### src/rtl/mips_pkg.sv
// Shared MIPS pipeline definitions.
// Opcodes, the NOP word and the fetch FSM encoding.
package mips_pkg;

  localparam logic [5:0] R_TYPE = 6'h00;
  localparam logic [5:0] JUMP_A = 6'h02;
  localparam logic [5:0] BEQ    = 6'h04;
  localparam logic [5:0] BNE    = 6'h05;
  localparam logic [5:0] ADDI   = 6'h08;
  localparam logic [5:0] LW     = 6'h23;
  localparam logic [5:0] SW     = 6'h2B;
  localparam logic [5:0] JUMP   = JUMP_A;

  // sll $0,$0,0
  localparam logic [31:0] NOP_INSTR = 32'h0000_0000;

  typedef enum logic [1:0] {
    ST_FETCH   = 2'd0,
    ST_HOLD    = 2'd1,
    ST_DISCARD = 2'd2
  } fetch_state_e;

  function automatic logic [31:0] pc_plus4(input logic [31:0] pc);
    return pc + 32'd4;
  endfunction

endpackage

### src/rtl/fetch_stage_if.sv
// Instruction-memory request/acknowledge bus.
// master = fetch stage, slave = instruction memory.
interface fetch_stage_if;

  logic        o_imemReq;
  logic [31:0] o_imemAddr;
  logic        i_imemAck;
  logic [31:0] i_imemData;

  modport master (
    output o_imemReq,
    output o_imemAddr,
    input  i_imemAck,
    input  i_imemData
  );

  modport slave (
    input  o_imemReq,
    input  o_imemAddr,
    output i_imemAck,
    output i_imemData
  );

endinterface

### src/rtl/if_id_reg.sv
// IF/ID pipeline register: instruction, PC+4, valid.
// Flush dominates load.
module if_id_reg #(
  parameter logic [31:0] NOP_VAL = mips_pkg::NOP_INSTR
) (
  input  logic        clk_i,
  input  logic        rst_i,
  input  logic        load_i,
  input  logic        flush_i,
  input  logic [31:0] instr_i,
  input  logic [31:0] pc4_i,
  output logic [31:0] instr_o,
  output logic [31:0] pc4_o,
  output logic        valid_o
);

  logic [31:0] instr_q;
  logic [31:0] pc4_q;
  logic        valid_q;

  always_ff @(posedge clk_i or posedge rst_i) begin
    if (rst_i) begin
      instr_q <= NOP_VAL;
      pc4_q   <= '0;
      valid_q <= 1'b0;
    end else if (flush_i) begin
      instr_q <= NOP_VAL;
      valid_q <= 1'b0;
    end else if (load_i) begin
      instr_q <= instr_i;
      pc4_q   <= pc4_i;
      valid_q <= 1'b1;
    end
  end

  assign instr_o = instr_q;
  assign pc4_o   = pc4_q;
  assign valid_o = valid_q;

endmodule

### src/rtl/fetch_stage.sv
// MIPS instruction fetch: PC, imem req/ack, skid, IF/ID.
// Redirect beats stall; one request outstanding at most.
module fetch_stage #(
  parameter logic [31:0] RESET_PC  = 32'h0000_0000,
  parameter logic [31:0] NOP_INSTR = mips_pkg::NOP_INSTR
) (
  input  logic               i_clk,
  input  logic               i_rst,
  input  logic               i_stall,
  input  logic               i_redirect,
  input  logic [31:0]        i_redirectPc,
  fetch_stage_if.master      bus,
  output logic [31:0]        o_instr,
  output logic [5:0]         o_opcode,
  output logic [31:0]        o_pcPlus4,
  output logic               o_valid
);

  import mips_pkg::*;

  fetch_state_e state_q, state_d;
  logic [31:0]  pc_q, pc_d;
  logic [31:0]  req_addr_q, req_addr_d;
  logic [31:0]  skid_q, skid_d;
  logic         started_q;

  logic         req;
  logic         ack;
  logic         load;
  logic         flush;
  logic [31:0]  ld_instr;
  logic [31:0]  next_addr;
  logic [31:0]  tgt;

  assign next_addr = pc_plus4(req_addr_q);
  assign tgt       = i_redirectPc & ~32'h3;

  // No request on the reset-release cycle; HOLD parks the bus.
  assign req            = started_q && (state_q != ST_HOLD);
  assign ack            = bus.i_imemAck && req;
  assign bus.o_imemReq  = req;
  assign bus.o_imemAddr = req_addr_q;

  always_ff @(posedge i_clk or posedge i_rst) begin
    if (i_rst) begin
      state_q    <= ST_FETCH;
      pc_q       <= RESET_PC;
      req_addr_q <= RESET_PC;
      skid_q     <= '0;
      started_q  <= 1'b0;
    end else begin
      state_q    <= state_d;
      pc_q       <= pc_d;
      req_addr_q <= req_addr_d;
      skid_q     <= skid_d;
      started_q  <= 1'b1;
    end
  end

  always_comb begin
    state_d    = state_q;
    pc_d       = pc_q;
    req_addr_d = req_addr_q;
    skid_d     = skid_q;
    load       = 1'b0;
    flush      = 1'b0;
    ld_instr   = bus.i_imemData;
    if (i_redirect) begin
      pc_d  = tgt;
      flush = 1'b1;
      unique case (state_q)
        ST_FETCH: begin
          if (ack) req_addr_d = tgt;
          else     state_d    = ST_DISCARD;
        end
        ST_HOLD: begin
          req_addr_d = tgt;
          state_d    = ST_FETCH;
        end
        default: ;
      endcase
    end else begin
      unique case (state_q)
        ST_FETCH: begin
          if (ack && !i_stall) begin
            load       = 1'b1;
            pc_d       = next_addr;
            req_addr_d = next_addr;
          end else if (ack) begin
            skid_d  = bus.i_imemData;
            state_d = ST_HOLD;
          end else if (!i_stall) begin
            flush = 1'b1;
          end
        end
        ST_HOLD: begin
          if (!i_stall) begin
            load       = 1'b1;
            ld_instr   = skid_q;
            pc_d       = next_addr;
            req_addr_d = next_addr;
            state_d    = ST_FETCH;
          end
        end
        ST_DISCARD: begin
          // Orphaned word arrives; resume at the redirected PC.
          if (ack) begin
            req_addr_d = pc_q;
            state_d    = ST_FETCH;
          end
        end
        default: state_d = ST_FETCH;
      endcase
    end
  end

  if_id_reg #(
    .NOP_VAL (NOP_INSTR)
  ) u_if_id (
    .clk_i   (i_clk),
    .rst_i   (i_rst),
    .load_i  (load),
    .flush_i (flush),
    .instr_i (ld_instr),
    .pc4_i   (next_addr),
    .instr_o (o_instr),
    .pc4_o   (o_pcPlus4),
    .valid_o (o_valid)
  );

  assign o_opcode = o_instr[31:26];

endmodule
### src/flat_wrapper.sv
// flat-port wrapper written by rule: the top's interface ports become plain ports
module fetch_stage_flat import mips_pkg::*;
#(
  parameter logic [31:0] RESET_PC  = 32'h0000_0000,
  parameter logic [31:0] NOP_INSTR = mips_pkg::NOP_INSTR
)
  (i_clk, i_rst, i_stall, i_redirect, i_redirectPc, o_instr, o_opcode, o_pcPlus4, o_valid, bus_o_imemReq, bus_o_imemAddr, bus_i_imemAck, bus_i_imemData);
  fetch_stage_if bus_i ();
  input  logic i_clk;
  input  logic i_rst;
  input  logic i_stall;
  input  logic i_redirect;
  input  logic [31:0] i_redirectPc;
  output logic [31:0] o_instr;
  output logic [5:0] o_opcode;
  output logic [31:0] o_pcPlus4;
  output logic o_valid;
  output wire logic [$bits(bus_i.o_imemReq)-1:0] bus_o_imemReq;
  output wire logic [$bits(bus_i.o_imemAddr)-1:0] bus_o_imemAddr;
  input wire logic [$bits(bus_i.i_imemAck)-1:0] bus_i_imemAck;
  input wire logic [$bits(bus_i.i_imemData)-1:0] bus_i_imemData;
  assign bus_o_imemReq = bus_i.o_imemReq;
  assign bus_o_imemAddr = bus_i.o_imemAddr;
  assign bus_i.i_imemAck = bus_i_imemAck;
  assign bus_i.i_imemData = bus_i_imemData;
  fetch_stage #(.RESET_PC(RESET_PC), .NOP_INSTR(NOP_INSTR)) u_core (.i_clk(i_clk), .i_rst(i_rst), .i_stall(i_stall), .i_redirect(i_redirect), .i_redirectPc(i_redirectPc), .bus(bus_i), .o_instr(o_instr), .o_opcode(o_opcode), .o_pcPlus4(o_pcPlus4), .o_valid(o_valid));
endmodule
### config.mk
export PLATFORM = sky130hd
export DESIGN_NAME = fetch_stage_flat
export DESIGN_NICKNAME = d
export VERILOG_FILES = /design/src/rtl/mips_pkg.sv /design/src/rtl/fetch_stage_if.sv /design/src/rtl/if_id_reg.sv /design/src/rtl/fetch_stage.sv /design/src/flat_wrapper.sv
export SDC_FILE = /design/constraint.sdc
export NUM_CORES = 1
export LEC_CHECK = 0
export ABC_AREA = 1
export ABC_CLOCK_PERIOD_IN_PS = 5000
export BUFFER_PORTS_ARGS = -buffer_cell sky130_fd_sc_hd__clkbuf_2
export CORE_ASPECT_RATIO = 0.75
export CORE_MARGIN = 5
export CORE_UTILIZATION = 50
export CTS_CLUSTER_DIAMETER = 100
export DETAILED_ROUTE_END_ITERATION = 8
export GPL_TIMING_DRIVEN = 0
export PLACE_DENSITY = 0.77
export SYNTH_ARGS = -nofsm -noshare
export SYNTH_HDL_FRONTEND = slang
export SYNTH_SLANG_ARGS = --single-unit
### constraint.sdc
create_clock -name i_clk -period 5 [get_ports i_clk]
set_clock_uncertainty 0.15 [all_clocks]
set_input_delay 0.5 -clock i_clk [delete_from_list [all_inputs] [get_ports i_clk]]
set_output_delay 0.5 -clock i_clk [all_outputs]
set_load 0.01 [all_outputs]
Yosys cells after proc, flatten, opt, wreduce, memory -nomap -nowiden
Index checks and enable logic that the tools add are counted.

storage, ports and cells
  bits in latches = 0
  logic and storage cells = 68
  RAM bits = 0
  register bits = 164
  memories kept = 0
  memory bits (read-only) = 0
  input port bits = 69

operators by class
  multiplexer cells = 32
  $add $sub $neg = 1
  reduce and logical (&&, ||, !) cells = 13
  div/mod/pow operators = 0
  equal/unequal tests = 11
  shift-type cells = 0
  magnitude comparators = 0
  bitwise operators = 3
  multipliers = 0

operator list
  cell                     number
  $mux W32                 11
  $pmux W32 S2             2
  $pmux W32 S3             1
  $add A32 B3 Y32 const B  1
  $mux W2                  6
  $ne A3 B2 Y1 const B     4
  $reduce_and A6 Y1        2
  $mux W1                  9
  $ne A3 B3 Y1 const B     3
  $pmux W2 S3              1
  $reduce_bool A3 Y1       2
  $pmux W2 S2              1
  $reduce_and A4 Y1        1
  $logic_and A1 B1 Y1      3
  $ne A3 B1 Y1 const B     1
  $not A1 Y1               3
  $reduce_and A3 Y1        1
  $eq A2 B1 Y1 const B     1
  $eq A2 B2 Y1 const B     1
  $logic_not A2 Y1         1
  $ne A2 B1 Y1 const B     1
  $pmux W1 S2              1
  $reduce_and A2 Y1        1
  $reduce_bool A2 Y1       1
  $logic_not A1 Y1         1

Depth between registers and ports, before layout
  word-level depth = 9
  gate-level depth with buffers = 11

By module
A second synthesis with hierarchy kept.

second synthesis, totals
  cell total of the unflattened synthesis = 1148
  area, all modules = 8421.8 um2

by module, submodules not included
  module       instances  area each (um2)  cells each  seq. area each (um2)
  fetch_stage  1          5873.1           865         2477.4
  if_id_reg    1          2548.7           283         1626.6

Worst setup path after synthesis
No wires, ideal clock.

  path type = register to register
  from = register u_core.req_addr_q[2], in the netlist u_core.bus.o_imemAddr[2]
  to = register u_core.pc_q[18]
  setup time = 126 ps
  data required time = 4724 ps
  clock period less this slack = 1804 ps
  setup slack = 3196 ps
  arrival time = 1528 ps
  stages on the path, launching flop included = 11
  cells stage by stage = dfrtp_1 -> ha_1 -> inv_1 -> nor2_1 -> nand2_1 -> nor2_1 -> nand2_1 -> nand3_1 -> nand2_1 -> nand2_1 -> o21ai_0

between the ends
  longest elaborated chain between the ends = 4
  elaborated cells between the ends (all ways) = 5
  those cells by class = add/sub (1); mux (4)

ends and longest elaborated chain
  element                      RTL line                              text
  start, declared              fetch_stage.sv:23                     logic [31:0] req_addr_q, req_addr_d;
  start signal, assigned       fetch_stage.sv:54                     req_addr_q <= req_addr_d;
  $add A32 B3 Y32 (*)          mips_pkg.sv:24                        return pc + 32'd4;
  $mux W32 (on tied branches)  fetch_stage.sv:97, fetch_stage.sv:85
  $pmux W32 S2 (*)             fetch_stage.sv:83                     unique case (state_q)
  $mux W32 (*)                 fetch_stage.sv:68                     if (i_redirect) begin
  end signal, assigned         fetch_stage.sv:53                     pc_q <= pc_d;
  end, declared                fetch_stage.sv:22                     logic [31:0] pc_q, pc_d;

Every way passes the cells marked *; elsewhere a longest branch is shown, timed or not. The select of a mux whose other input is x is not followed.
A chain may end at the register's enable or synchronous reset.

Final worst setup path
  from = register u_core.req_addr_q[2], in the netlist u_core.bus.o_imemAddr[2]
  to = register u_core.pc_q[22]

The elaborated chain is that of the path after synthesis.

==> impl_metrics.json <==
{
  "status": "completed",
  "fin_crit_ns": 2.312,
  "avgSynthCellArea_um2": 7.316,
  "min_path_cells": 3,
  "insertion_delay_ns": 0.43,
  "post_drt_wl_per_cell_um": 16.32,
  "grtUsageTotal_pct": 26.29,
  "synth_top_family_by_area": "simple AND/OR/NAND/NOR gates",
  "power_density_nw_per_um2": 547.2,
  "first_iter_violations": 713,
  "crit_required_ns": 5.19,
  "globalplace.congestion": 0.9637,
  "coreArea_um2": 16620,
  "fin_crit_sh_pct": 46.25,
  "criticalPathCategory": "reg2reg",
  "netlist_instances": 1145,
  "hp-start": "bus_i_imemData[31]",
  "final_nets": 1409,
  "p_sw_share_pct": 40.83,
  "grt_pass1_wl_um": 41060,
  "first_global_vias": 7896,
  "initial_core_util_pct": 50.40,
  "drt-pass1-iter-count": 5,
  "cap_violations": 0,
  "regArea_um2": 4104,
  "diodes": 0,
  "cp_top_family": "simple AND/OR/NAND/NOR gates",
  "reg2reg_to": "u_core.pc_q[22]$_DFFE_PP0P_",
  "worstHoldEndpoint": "u_core.skid_q[31]$_DFFE_PP0P_",
  "hold_path_class": "in2reg",
  "grt_max_degree": 42,
  "ctsRootBufferMaster": "clkbuf_16",
  "synth_xor_area_share_pct": 0.6273,
  "max_freq_mhz": 432.4,
  "slowest_stage": "dfrtp_1",
  "pre_cts_slack_ns": 2.712,
  "clk_pin_slew_ns": 0.07,
  "tns_ns": 0,
  "finalPower_mw": 5.567,
  "syn_nets": 1215,
  "fp.dieW_um": 159.5,
  "via_per_inst": 5.317,
  "path_cells": "ha_1 > inv_1 > nor2_1 > nand2_1 > nor2_2 > nand3b_1 > nand2_1 > nand2_1 > a21oi_1",
  "rows": 41,
  "dp_hpwl_um": 18760,
  "synth-compound-area-share_pct": 14.12,
  "yosysSeqAreaShare_pct": 48.99,
  "syn2layout_area_growth_pct": 21.45,
  "r2r-start": "u_core.bus.o_imemAddr[2]$_DFFE_PP0P_",
  "die-area_um2": 19470,
  "post_cts_resize_count": 0,
  "drive_gt1_share_pct": 19.16,
  "htree_levels": 4,
  "synthSimpleGateAreaFrac_pct": 26.71,
  "crit_buf_inv": 1,
  "yosys_warnings": 0,
  "synth_area_um2": 8377,
  "drcViolationCount": 0,
  "synth_seq_cells": 164,
  "crit_top_cell": "nand2_1",
  "p_leak_nw": 5.366,
  "pin_count": 173,
  "ir_worst_vdd_uv": 272.9,
  "setup_viol": 0,
  "worst-r2r-cell-count": 9,
  "finalMaxSlewViolations": 0,
  "multi_input_area_um2": 3488,
  "synth_mux_area_share_pct": 0,
  "arrival_ns": 2.50,
  "grt-ovfl-total": 0,
  "cts_buffer_depth": 2,
  "p_int_mw": 3.294,
  "crit_path_end_kind": "flip-flop",
  "cp_slowest_stage_delay_ns": 0.48,
  "finalHoldViolations": 0,
  "rrSetupSlack_ns": 2.69,
  "clock-sinks": 164,
  "seq_power_share_pct": 40.1,
  "die_h_um": 122.1,
  "combPwrFrac_pct": 36.4,
  "fillerInstances": 1538,
  "worst_slew_pin_slew_ns": 0.8437,
  "cts_buffers": 17,
  "ys_types": 32,
  "io_buffer_count": 170,
  "cp_max_fo": 6,
  "vias": 8332,
  "maxSlewHeadroom_pct": 43.16,
  "clkPwrFrac_pct": 23.5,
  "crit_path_start_kind": "flip-flop",
  "synth_fa_ha_area_share_pct": 0.1494,
  "timing.final.ws_setup_ns": 2.688,
  "ant_nets": 0,
  "rsz0062_at_grt": "no",
  "p_sw_mw": 2.273,
  "cts_tree": "yes",
  "wirelength_um": 25570,
  "antenna_found_initial": 1
}
-- placed cells by master (no fill, tap or decap), types with 5 or more instances in the layout --
cell / synthesis / final
a21boi_0: 5 / 5
a21oi_1: 76 / 76
a31oi_1: 14 / 14
buf_2: 21 / 21
buf_4: 12 / 12
clkbuf_1: 21 / 22
clkbuf_16: 0 / 17
clkbuf_2: 0 / 170
clkinvlp_4: 0 / 7
dfrtp_1: 164 / 164
inv_1: 121 / 120
inv_2: 8 / 8
nand2_1: 368 / 368
nand3_1: 33 / 33
nand4_1: 7 / 7
nor2_1: 133 / 133
nor3_1: 5 / 5
o21ai_0: 109 / 109
o21ai_1: 10 / 10
xor2_1: 6 / 6
-- how the worst max path moves through the flow --
stage / startpoint / end / slack [ns] / cells past startpoint
after floorplan: i_rst / u_core.bus.o_imemAddr[0]$_DFFE_PP0P_ / 2.27 / 1
after global placement: i_rst / u_core.u_if_id.instr_o[3]$_DFFE_PP0P_ / 1.15 / 2
after detailed placement: i_stall / u_core.u_if_id.instr_o[6]$_DFFE_PP0P_ / 2.71 / 4
after CTS: u_core.bus.o_imemAddr[2]$_DFFE_PP0P_ / u_core.pc_q[22]$_DFFE_PP0P_ / 2.76 / 9
after global routing: u_core.bus.o_imemAddr[2]$_DFFE_PP0P_ / u_core.bus.o_imemAddr[22]$_DFFE_PP0P_ / 2.53 / 9
final: u_core.bus.o_imemAddr[2]$_DFFE_PP0P_ / u_core.pc_q[22]$_DFFE_PP0P_ / 2.69 / 9
-- cells in the mapped netlist (all sizes together) --
library cell / number / area (um^2)
o22ai: 1 / 6.260
o21bai: 3 / 22.52
o21a: 1 / 7.510
nand3b: 4 / 30.03
a21oi: 76 / 380.4
dfrtp: 164 / 4104
nand3: 35 / 185.2
nand2: 371 / 1400
ha: 1 / 12.51
nor2: 138 / 540.5
and2: 2 / 12.51
inv: 129 / 484.2
o21ai: 119 / 595.6
nand4: 7 / 43.79
a21boi: 9 / 67.57
o211ai: 2 / 15.01
nor3: 5 / 25.02
a31oi: 14 / 87.58
xor2: 6 / 52.55
conb: 1 / 3.750
clkbuf: 21 / 78.83
buf: 36 / 221.5
-- stage by stage --
stage / util (%) / cell area (um^2) / hold slack (ns) / instances
2_1_floorplan: - / 8381 / 0.2934 / 1145
3_3_place_gp: 57.16 / 9500 / 0.3083 / 1530
3_5_place_dp: 57.64 / 9580 / 0.3135 / 1534
4_1_cts: 61.21 / 10170 / 0.1684 / 1567
5_1_grt: 61.21 / 10170 / 0.1845 / 1567
6_report: 61.21 / 10170 / 0.1788 / 1567
-- repair_timing --
item	4_1_cts	5_1_grt
hold buffers	1	0
setup buffers	0	0
endpoints found under the hold margin	15	0
-- cell families after synthesis --
kind of cell | after synthesis
flip-flops | 164
other | 1
XOR/XNOR | 6
AO/OA/AOI/OAI | 225
adder cells (fa/ha/maj) | 1
buffers and inverters | 186
AND/OR/NAND/NOR | 562
-- layout make-up --
class	instances	area share, %
clock buffer	18	4.218
buffer	57	2.952
clock inverter	14	1.513
tap	215	2.644
multi-input combinational	795	34.29
timing repair buffer	175	9.249
inverter	129	4.796
sequential	164	40.34
-- sequential cells by signal (all words and copies together), names as in the netlist --
register / count
u_core.skid_q: 32
u_core.u_if_id.instr_o: 32
u_core.u_if_id.valid_o: 1
u_core.state_q: 2
u_core.bus.o_imemAddr: 32
u_core.pc_q: 32
u_core.started_q: 1
u_core.u_if_id.pc4_o: 32
-- metal layers --
layer | track usage [%] | vias to the layer above | share of wire, %
met5 | 0 | - | 0.078
met4 | 6.979 | 2 | 1.5
met3 | 6.324 | 42 | 9.6
met2 | 38.75 | 376 | 43
met1 | 39.04 | 3922 | 45
li1 | - | 3990 | -
-- power by group through the flow --
stage | logic, mW | clock network (mW) | registers (mW)
global route | 2.27 | 1.38 | 2.30
global placement | 1.93 | 0 | 2.23
finish | 2.03 | 1.31 | 2.23
CTS | 2.02 | 1.32 | 2.22
detailed placement | 2.01 | 0 | 2.24
floorplan | 1.20 | 0 | 2.25
-- worst register-to-register path: stages, from the launching register on --
cell	delay, ns
dfrtp_1	0.48
ha_1	0.27
inv_1	0.10
nor2_1	0.23
nand2_1	0.25
nor2_2	0.27
nand3b_1	0.14
nand2_1	0.12
nand2_1	0.06
a21oi_1	0.16
Note: power is estimated with default switching activity, not from simulation.
